--- config.mk ---
export PLATFORM = sky130hd
export DESIGN_NAME = timer_counter_n
export DESIGN_NICKNAME = d
export VERILOG_FILES = /design/src/rtl/timer_pkg.sv /design/src/rtl/tick_prescaler.sv /design/src/rtl/timer_counter_n.sv
export SDC_FILE = /design/constraint.sdc
export NUM_CORES = 1
export LEC_CHECK = 0
export ABC_AREA = 1
export CAP_MARGIN = 20
export CORE_ASPECT_RATIO = 0.5
export CORE_MARGIN = 10
export CORE_UTILIZATION = 45
export DETAILED_ROUTE_END_ITERATION = 10
export PLACE_DENSITY_LB_ADDON = 0.3
export SLEW_MARGIN = 10
export SYNTH_ARGS = -nofsm -noshare
export SYNTH_HDL_FRONTEND = slang
export SYNTH_SLANG_ARGS = --single-unit
--- constraint.sdc ---
create_clock -name clk -period 2.45 [get_ports clk]
set_clock_uncertainty 0.15 [all_clocks]
set_input_delay 0.49 -clock clk [delete_from_list [all_inputs] [get_ports clk]]
set_output_delay 0.49 -clock clk [all_outputs]
set_load 0.02 [all_outputs]
--- src/rtl/timer_pkg.sv ---
// Shared constants for the N-bit timer/counter core.
// Mode encodings, interrupt-enable bit positions and prescaler width.
package timer_pkg;

    localparam logic [1:0] MODE_FREE    = 2'b00;
    localparam logic [1:0] MODE_RELOAD  = 2'b01;
    localparam logic [1:0] MODE_ONESHOT = 2'b10;

    localparam int IE_OVF = 0;
    localparam int IE_UDF = 1;
    localparam int IE_CMP = 2;

    localparam int PC_W = 4;

endpackage

--- src/rtl/tick_prescaler.sv ---
// Free-running prescaler; emits a one-cycle tick every 2^(cks+1) clocks.
// The counter is never cleared by a cks change, only by reset.
module tick_prescaler
    import timer_pkg::*;
(
    input  logic       clk,
    input  logic       rst_n,
    input  logic [1:0] cks,
    output logic       tick
);

    logic [PC_W-1:0] pc;
    logic [PC_W-1:0] mask;

    always_ff @(posedge clk or negedge rst_n) begin
        if (!rst_n) begin
            pc <= '0;
        end else begin
            pc <= pc + {{(PC_W-1){1'b0}}, 1'b1};
        end
    end

    always_comb begin
        mask = 4'b0001;
        unique case (cks)
            2'd0: mask = 4'b0001;
            2'd1: mask = 4'b0011;
            2'd2: mask = 4'b0111;
            2'd3: mask = 4'b1111;
            default: mask = 4'b0001;
        endcase
    end

    // tick when every selected low bit of pc is one
    assign tick = &(pc | ~mask);

endmodule

--- src/rtl/timer_counter_n.sv ---
// N-bit up/down timer/counter with prescaler, three count modes,
// sticky overflow/underflow/compare flags and a registered interrupt.
module timer_counter_n
    import timer_pkg::*;
#(
    parameter int WIDTH = 8
) (
    input  logic             clk,
    input  logic             rst_n,
    input  logic [1:0]       cks,
    input  logic [1:0]       mode,
    input  logic             up_down,
    input  logic             enable,
    input  logic             load,
    input  logic [WIDTH-1:0] start_counter,
    input  logic [WIDTH-1:0] cmp_value,
    input  logic             clr_overflow,
    input  logic             clr_underflow,
    input  logic             clr_cmp,
    input  logic [2:0]       ie,
    output logic [WIDTH-1:0] cnt,
    output logic             overflow,
    output logic             underflow,
    output logic             cmp_match,
    output logic             running,
    output logic             irq
);

    localparam logic [WIDTH-1:0] ONE  = {{(WIDTH-1){1'b0}}, 1'b1};
    localparam logic [WIDTH-1:0] MAXV = {WIDTH{1'b1}};

    logic             tick;
    logic             step;
    logic             term;
    logic             rld;
    logic [WIDTH-1:0] nxt;
    logic             set_ovf;
    logic             set_udf;
    logic             set_cmp;
    logic             stop;
    logic [2:0]       flags;

    tick_prescaler u_pre (
        .clk   (clk),
        .rst_n (rst_n),
        .cks   (cks),
        .tick  (tick)
    );

    always_comb begin
        rld = 1'b0;
        unique case (mode)
            MODE_RELOAD:  rld = 1'b1;
            MODE_ONESHOT: rld = 1'b1;
            MODE_FREE:    rld = 1'b0;
            default:      rld = 1'b0;
        endcase
    end

    always_comb begin
        step = tick & enable & running & ~load;
        term = up_down ? (cnt == MAXV) : (cnt == '0);
        nxt  = up_down ? (cnt + ONE) : (cnt - ONE);
        // free-run wraps naturally; reload modes restart from start_counter
        if (term && rld) begin
            nxt = start_counter;
        end
        set_ovf = step & term & up_down;
        set_udf = step & term & ~up_down;
        set_cmp = step & (nxt == cmp_value);
        stop    = step & term & (mode == MODE_ONESHOT);
    end

    always_comb begin
        flags         = '0;
        flags[IE_OVF] = overflow;
        flags[IE_UDF] = underflow;
        flags[IE_CMP] = cmp_match;
    end

    always_ff @(posedge clk or negedge rst_n) begin
        if (!rst_n) begin
            cnt       <= '0;
            running   <= 1'b1;
            overflow  <= 1'b0;
            underflow <= 1'b0;
            cmp_match <= 1'b0;
            irq       <= 1'b0;
        end else begin
            if (load) begin
                cnt     <= start_counter;
                running <= 1'b1;
            end else if (step) begin
                cnt <= nxt;
                if (stop) begin
                    running <= 1'b0;
                end
            end
            // a set in the same cycle as its clear strobe wins
            overflow  <= set_ovf | (overflow  & ~clr_overflow);
            underflow <= set_udf | (underflow & ~clr_underflow);
            cmp_match <= set_cmp | (cmp_match & ~clr_cmp);
            irq       <= |(flags & ie);
        end
    end

endmodule

==> results of run 1 <==
-- power by group through the flow --
stage,combinational [mW],sequential [mW],clock [mW]
after floorplan,0.213,0.333,0
after global placement,0.385,0.323,0
after detailed placement,0.392,0.323,0
after CTS,0.400,0.318,0.228
after global routing,0.469,0.322,0.234
final,0.421,0.320,0.222
-- registers in the layout (all words and copies together) (netlist names) --
register and flops:
cnt 8, underflow 1, irq 1, overflow 1, running 1, u_pre.pc 4, cmp_match 1
-- layer usage --
layer  GRT usage [%]  up-vias
met5               0        -
met4            3.00        0
met3            4.14        4
met2            23.2       53
met1            18.0      733
li1                -      836
-- repair_timing --
item,4_1_cts,5_1_grt
buffers inserted,0,0
endpoints found under the setup margin,1,3
pin swaps,0,2
hold buffers,0,0
resized for setup,3,10
hold endpoints to repair,0,0
-- worst reg2reg max path: stages (launching register included) --
cell     delay (ns)
dfrtp_1        0.48
inv_1          0.10
fa_2           0.38
inv_1          0.06
nand3_1        0.08
nand2_2        0.11
nand2_1        0.07
nand3_1        0.08
nand3_2        0.11
nand2_1        0.09
nand2_1        0.05
nand2_1        0.08
nand3_2        0.10
o21ai_2        0.12
-- layout make-up --
type | count | area share (%)
Sequential cell | 17 | 19.9
Multi-Input combinational cell | 163 | 42.6
Tap cell | 40 | 2.34
Inverter | 40 | 7.13
Clock inverter | 1 | 0.234
Clock buffer | 3 | 1.93
Timing Repair Buffer | 59 | 25.8
-- final timing paths --
path,startpoint,endpoint,cells after the start
hold reg to reg,u_pre.pc[3],u_pre.pc[3],1
max in group asynchronous,rst_n,running,2
min in group asynchronous,rst_n,u_pre.pc[1],2
hold / removal,u_pre.pc[3],u_pre.pc[3],1
setup reg to reg,cnt[0],cmp_match,13
setup / recovery,mode[0],cmp_match,12
-- cell usage in the layout (no fill, tap or decap), types with 4 or more instances in the layout --
cell and n:
nand2_1 71, clkdlybuf4s50_1 42, inv_1 39, nand3_1 32, dfrtp_1 16, buf_4 16
nor2_1 11, nand3b_1 7, o211ai_1 6, ha_1 6, nand2_2 4
-- kinds of logic after synthesis --
family	count (synthesis)
adder cells (fa/ha/maj)	9
AO/OA/AOI/OAI	18
AND/OR/NAND/NOR	131
XOR/XNOR	5
flip-flops	17
buffers and inverters	44
-- per-stage QoR --
stage / power (mW) / setup TNS, ns / std cells / cell area [µm²] / hold WS [ns]
floorplan: 0.546 / 0 / 224 / 1460 / 0.0444
global placement: 0.708 / -0.569 / 319 / 2030 / 0.306
detailed placement: 0.715 / -0.812 / 319 / 2030 / 0.325
CTS: 0.946 / 0 / 323 / 2090 / 0.338
global route: 1.03 / 0 / 323 / 2140 / 0.344
finish: 0.963 / 0 / 323 / 2140 / 0.332
==> flow_metrics.tcl, run 1 <==
set metrics [dict create \
    worstSetupStartpointType "input port" \
    final_core_util_pct 70.2 \
    num-fill-cells 246 \
    port_buffers 43 \
    numClockSinks 17 \
    max_stage_delay_ns 0.45 \
    antenna_cells 0 \
    start_util_pct 47.9 \
    place.gp.congestion 0.828 \
    clkSlewWorstSetupHoldPaths_ns 0.07 \
    avgSynthCellArea_um2 6.52 \
    p_sw_mw 0.355 \
    drt-pass1-iter-count 4 \
    ys_seq_elements 17 \
    p_seq_share_pct 33.3 \
    yosysMostFrequentCell "nand2_1" \
    required_ns 2.49 \
    synth-simple-area-share_pct 39.2 \
    dp_slack_ns -0.350 \
    synth_area_um2 1460 \
    async_flop_share_pct 100 \
    critPathSlowestCell "clkdlybuf4s50_1" \
    drive_gt1_share_pct 12.7 \
    routed_via_density 5.03 \
    grt_setup_unrepaired "no" \
    max_slew_margin_pct 79.2 \
    p_leak_nw 1.12 \
    ys_seq_area_share_pct 29.2 \
    vdd_drop_max_mv 0.217 \
    synth_largest_type_area_fraction_pct 27.4 \
    synth-xor-area-share_pct 3.00 \
    met2_length_mm 2.00 \
    core_area_um2 3050 \
    grt_use_total_pct 14.1 \
    grt_max_degree 18 \
    period_share_pct 88.7 \
    synth_commonest_cells "nand2_1, inv_1, nand3_1, dfrtp_1, nor2_1" \
    routed-via-count 1626 \
    grt_overflow_total 0 \
    maxCapViolations 0 \
    p_comb_share_pct 43.7 \
    htreeDepth 1 \
    insertion_delay_ns 0.26 \
    setup_viol 0 \
    seq_area_um2 427 \
    path_cells "clkdlybuf4s50_1 > inv_1 > ha_1 > inv_1 > nand2_2 > nand2_1 > nand3_1 > nand2_1 > nand2_1 > inv_1 > nand3_2 > o21ai_2" \
    clockBufferDepth 2 \
    synth_edf_count 0 \
    num_rows 14 \
    crit_buf_inv 4 \
    drv_slew 0 \
    antenna_found_initial 0 \
    routedWlPerCell_um 13.7 \
    areaGrowthSynthToFinish_pct 46.6 \
    tightest_slew_ns 0.308 \
    internal-power_mw 0.608 \
    yosys.area.top_type "dfrtp_1" \
    synthMuxAreaShare_pct 0 \
    crit_fanout 11 \
    post_synth_num_cell_types 25 \
    cts_buffers 3 \
    drt-met1-wl_mm 1.98 \
    die_area_um2 6060 \
    p_per_area_nw_per_um2 450 \
    syn_inst 224 \
    fp.dieW_um 101 \
    cts_tree "yes" \
    drc_errors 0 \
    wl_mm 4.42 \
    synth_fa_ha_area_share_pct 8.23 \
    p_sw_share_pct 36.8 \
    r2r_slack_ns 0.32 \
    grt_pass1_wl_mm 6.98 \
    io_pins 44 \
    synth_ff_type "dfrtp_1" \
    fmax_mhz 460 \
    clkPwrFrac_pct 23.0 \
    synth_top_family_by_area "simple AND/OR/NAND/NOR gates" \
    synth_compound_area_share_pct 8.23 \
    critPathArrivalTime_ns 2.21 \
    hold_viol 0 \
    multi_input_area_um2 912 \
    ant_nets 0 \
    fin_nets 324 \
    grt_pass1_vias 1531 \
    synthTopCellsByArea "dfrtp_1, nand2_1, nand3_1, inv_1, ha_1" \
    status "finished clean" \
    cts_root_buffer "clkbuf_8" \
    drtIter0Drc 98 \
    top_layer "met4" \
    routed-wl-met3_um 400 \
    setup_ws_ns 0.278 \
    synth_nets 264 \
    hpwl_mm 3.40 \
    critPathTopFamily "simple AND/OR/NAND/NOR gates" \
    hold_class "register to register" \
    die_h_um 60.3 \
    fin_crit_ns 2.17 \
    yosysWarnings 0 \
    cp-end-kind "register" \
    critPathKind "input port to register" \
]
Note: power is estimated with default switching activity, not from simulation.
==> inputs of run 2 (changes only) <==
Clock period 2.45 ns to 2.05 ns, I/O delays scaled along.
==> run 2 against run 1 <==
Effect of this change:
- sequential share of layout area fell by 2.6 points
- critical path depth shrank 1
- critical endpoint unchanged
- via count grew 25%
- the run now ends with setup timing left
- highest routed layer unchanged
- non-clock buffer count up 18
- power up 38%
- register-to-register slack worse by 0.47 ns
- first-iteration DRC count increased by 110%
==> flow_metrics.tcl, run 2 (synthesis results as in run 1) <==
set metrics [dict create \
    cts_root_buffer "clkbuf_8" \
    cts_tree "yes" \
    dp_slack_ns -0.627 \
    start_util_pct 47.9 \
    setup_ws_ns -0.146 \
    status "complete, but fails checks" \
    drtIter0Drc 205 \
    r2r-end "cmp_match" \
    hpwl_mm 3.68 \
    numClockSinks 17 \
    layout_commonest_cell "nand2_1" \
    fin_crit_ns 2.20 \
    tightest_slew_ns 0.338 \
    port_buffers 43 \
    required_ns 2.09 \
    fmax_mhz 455 \
    areaGrowthSynthToFinish_pct 69.8 \
    p_leak_nw 1.24 \
    drt-pass1-iter-count 5 \
    reg2reg_depth 11 \
    die_h_um 60.3 \
    p_per_area_nw_per_um2 536 \
    max_slew_margin_pct 77.2 \
    routedWlPerCell_um 19.1 \
    io_pins 44 \
    fin_tns_setup_ns -0.262 \
    grt_overflow_total 0 \
    routed_via_density 5.94 \
    place.gp.congestion 0.892 \
    fin_nets 343 \
    routed-via-count 2030 \
    drv_slew 0 \
    failed_checks "setup timing" \
    grt_pass1_wl_mm 7.80 \
    grt_use_total_pct 15.7 \
    critPathKind "register to register" \
    htreeDepth 1 \
    grt_max_degree 18 \
    core_area_um2 3050 \
    grt_pass1_vias 1735 \
    hold_viol 0 \
    critPathArrivalTime_ns 2.24 \
    cp-end-kind "register" \
    num_rows 14 \
    fp.dieW_um 101 \
    layout_common_cells "nand2_1, clkdlybuf4s50_1, inv_1, buf_4, nand3_1" \
    clockBufferDepth 2 \
    reg2reg_from "cnt[5]" \
    maxCapViolations 0 \
    top_regs "cnt x8, u_pre.pc x4" \
    antenna_found_initial 0 \
    crit_fanout 6 \
    cts_buffers 3 \
    vdd_drop_max_mv 0.277 \
    largest_register "cnt" \
    insertion_delay_ns 0.27 \
    die_area_um2 6060 \
    hold_class "input port to async pin" \
    r2r_slack_ns -0.15 \
    period_share_pct 107 \
    ant_nets 0 \
    wl_mm 6.52 \
    grt_setup_unrepaired "yes" \
    antenna_cells 0 \
    largest_reg_flops 8 \
    drc_errors 0 \
    drive_gt1_share_pct 26.8 \
    setup_viol 3 \
    worstSetupStartpointType "register" \
    clkSlewWorstSetupHoldPaths_ns 0.09 \
]
[run 2: repair_timing]
item                                    4_1_cts  5_1_grt
buffers inserted                              3        5
endpoints found under the hold margin         0        0
cloned                                        0        3
pin swaps                                     3       19
hold buffers                                  0        0
endpoints found under the setup margin        6        3
gates resized for setup                      19       38
[run 2: worst max-delay path by stage]
stage	cells past startpoint	start	slack, ns	endpoint
floorplan	14	cnt[1]	0.04	cmp_match
global placement	14	up_down	-0.62	cmp_match
detailed placement	14	up_down	-0.63	cmp_match
CTS	13	cnt[1]	0.01	cmp_match
global route	10	cnt[5]	-0.19	cnt[7]
finish	11	cnt[5]	-0.15	cmp_match
[run 2: final cells by class]
cell class,instances,area [µm²]
multi-input cells,164,1050
inverters,40,155
well taps,40,50.0
repair buffers,77,751
clock buffers,3,41.3
flip-flops and latches,17,430
fillers,179,568
clock inverters,1,5.00
[run 2: worst max-delay path, cell delays in order, from the launching register on]
cell and delay [ns]:
dfrtp_1 0.46, buf_4 0.17, nand3_1 0.09, nand3b_1 0.24
nand2_4 0.18, clkbuf_16 0.17, nand3_1 0.11, nand3_1 0.14
nand3_1 0.09, nor2_1 0.14, nand2_1 0.08, o21ai_2 0.10
[run 2: layer usage]
layer / share of wire (%) / routed length [µm] / track usage [%]
met1: 37 / 2410 / 18.7
met2: 45 / 2930 / 26.3
met3: 13 / 833 / 4.60
met4: 5.3 / 343 / 6.00
met5: 0 / 0 / 0
[run 2: per-stage QoR]
stage / power [mW] / hold WS, ns / std cells / util (%) / area (µm²)
2_1_floorplan: 0.653 / -0.0356 / 224 / - / 1460
3_3_place_gp: 0.865 / 0.309 / 327 / 68.8 / 2100
3_5_place_dp: 0.878 / 0.314 / 327 / 68.8 / 2100
4_1_cts: 1.17 / 0.326 / 334 / 73.2 / 2230
5_1_grt: 1.38 / 0.331 / 342 / 81.4 / 2480
6_report: 1.33 / 0.314 / 342 / 81.4 / 2480
[run 2: where the power goes]
part           internal, mW  total, mW  switching [mW]  leakage (nW)
Sequential            0.353      0.379          0.0255         0.212
Clock                 0.136      0.281           0.145        0.0255
Combinational         0.305      0.668           0.363         0.998
==> inputs of run 3 (changes only) <==
Settings changed: REMOVE_ABC_BUFFERS set to 1.
Clock period 2.05 ns to 2.6 ns, I/O delays scaled along.
==> run 3 against run 2 <==
Effect of this change:
- the flow now finishes without violations
- wire length decreased by 35%
- first-iteration DRC count shrank 41%
- sequential power decreased by 21%
- clock-buffer cell count is the same
- worst setup slack gained 0.50 ns
- clock power down 27%
- combinational power down 44%
- largest cell class unchanged
==> flow_metrics.tcl, run 3 (synthesis results as in run 1) <==
set metrics [dict create \
    areaGrowthSynthToFinish_pct 42.7 \
    fp.dieW_um 101 \
    hold_buffers 0 \
    reg2reg_from "cnt[0]" \
    port_buffers 43 \
    cts_tree "yes" \
    fin_crit_ns 2.25 \
    drive_gt1_share_pct 9.29 \
    critPathArrivalTime_ns 2.29 \
    min_from "u_pre.pc[3]" \
    antenna_found_initial 0 \
    routed_via_density 5.06 \
    hold_class "register to register" \
    final_cell_count_no_fill 320 \
    io_pins 44 \
    cp-end-kind "register" \
    drt-pass1-iter-count 4 \
    ant_nets 0 \
    required_ns 2.64 \
    largest_register "cnt" \
    numClockSinks 17 \
    routedWlPerCell_um 13.3 \
    fmax_mhz 445 \
    antenna_cells 0 \
    core_area_um2 3050 \
    die_h_um 60.3 \
    place_area_um2 2010 \
    place.gp.congestion 0.878 \
    routed-via-count 1618 \
    drtIter0Drc 121 \
    hpwl_mm 3.43 \
    critPathKind "input port to register" \
    period_share_pct 86.5 \
    top_regs "cnt x8, u_pre.pc x4" \
    p_leak_nw 1.10 \
    fin_area_um2 2080 \
    grt_overflow_total 0 \
    dp_cells 316 \
    grt_pass1_vias 1562 \
    num_rows 14 \
    start_util_pct 47.9 \
    hold_end "u_pre.pc[3]" \
    grt_setup_unrepaired "no" \
    clockBufferDepth 2 \
    p_sw_mw 0.317 \
    drc_errors 0 \
    grt_max_degree 18 \
    status "finished clean" \
    worstSetupStartpointType "input port" \
    cts_root_buffer "clkbuf_8" \
    clkPwrFrac_pct 23.3 \
    max_slew_margin_pct 77.6 \
    insertion_delay_ns 0.26 \
    largest_reg_flops 8 \
    vdd_drop_max_mv 0.255 \
    htreeDepth 1 \
    r2r-end "cmp_match" \
    hold_viol 0 \
    fin_nets 321 \
    p_comb_share_pct 42.7 \
    clkSlewWorstSetupHoldPaths_ns 0.06 \
    wl_mm 4.26 \
    crit_fanout 9 \
    drv_slew 0 \
    layout_commonest_cell "nand2_1" \
    setup_viol 0 \
    reg2reg_depth 13 \
    p_sw_share_pct 36.1 \
    internal-power_mw 0.563 \
    p_per_area_nw_per_um2 422 \
    r2r_slack_ns 0.45 \
    cts_buffers 3 \
    hold_depth 1 \
    maxCapViolations 0 \
    num-fill-cells 263 \
    fin_total_pwr_mw 0.880 \
    p_seq_share_pct 34.0 \
    grt_use_total_pct 14.2 \
    die_area_um2 6060 \
    grt_pass1_wl_mm 7.08 \
    layout_common_cells "nand2_1, clkdlybuf4s50_1, inv_1, nand3_1, dfrtp_1" \
    tightest_slew_ns 0.330 \
]
-- run 3: cell type report --
| cell class | instances | area, µm² | share of cell area, % |
|---|---|---|---|
| clock inverter | 1 | 5.00 | 0.240 |
| sequential | 17 | 427 | 20.5 |
| timing repair buffer | 56 | 531 | 25.5 |
| tap | 40 | 50.0 | 2.40 |
| clock buffer | 3 | 41.3 | 1.98 |
| inverter | 40 | 153 | 7.33 |
| multi-input combinational | 163 | 877 | 42.1 |
-- run 3: routing by layer --
layer	vias up	global-route usage [%]	share of wire (%)
met3	4	3.80	9.2
met1	729	17.3	42
li1	829	-	-
met4	0	3.20	0.75
met5	-	0	0
met2	56	24.6	48
-- run 3: timing repair --
action	CTS	global route
endpoints found under the setup margin	0	2
setup buffers	0	0
resized for setup	0	7
-- run 3: worst max-delay path, stage by stage --
cell             delay (ns)
clkdlybuf4s50_1        0.46
inv_1                  0.04
ha_1                   0.28
inv_1                  0.13
buf_4                  0.20
nand3_1                0.12
nand3_1                0.11
nand2_1                0.05
nor2_1                 0.13
nand3_2                0.13
o21ai_2                0.11
-- run 3: power by group through the flow --
| stage | clock network (mW) | registers, mW | logic [mW] |
|---|---|---|---|
| final | 0.205 | 0.300 | 0.376 |
| after global routing | 0.217 | 0.303 | 0.426 |
| after CTS | 0.211 | 0.298 | 0.368 |
| after detailed placement | 0 | 0.303 | 0.365 |
| after global placement | 0 | 0.303 | 0.356 |
| after floorplan | 0 | 0.314 | 0.198 |
-- run 3: how the worst max path moves through the flow --
stage,from,endpoint,cells after the start
floorplan,cnt[0],cmp_match,14
global placement,up_down,cmp_match,15
detailed placement,up_down,cmp_match,15
CTS,up_down,cnt[7],12
global route,mode[0],cmp_match,11
finish,mode[0],cmp_match,11
-- run 3: stage by stage --
stage                     setup TNS (ns)  worst slack, ns  utilization, %  hold WS (ns)
after floorplan                        0            0.538               -        0.0744
after global placement            -0.147           -0.147            66.0         0.308
after detailed placement          -0.369           -0.203            66.0         0.314
after CTS                              0           0.0511            67.5         0.326
after global routing                   0            0.206            68.3         0.339
final                                  0            0.351            68.3         0.320
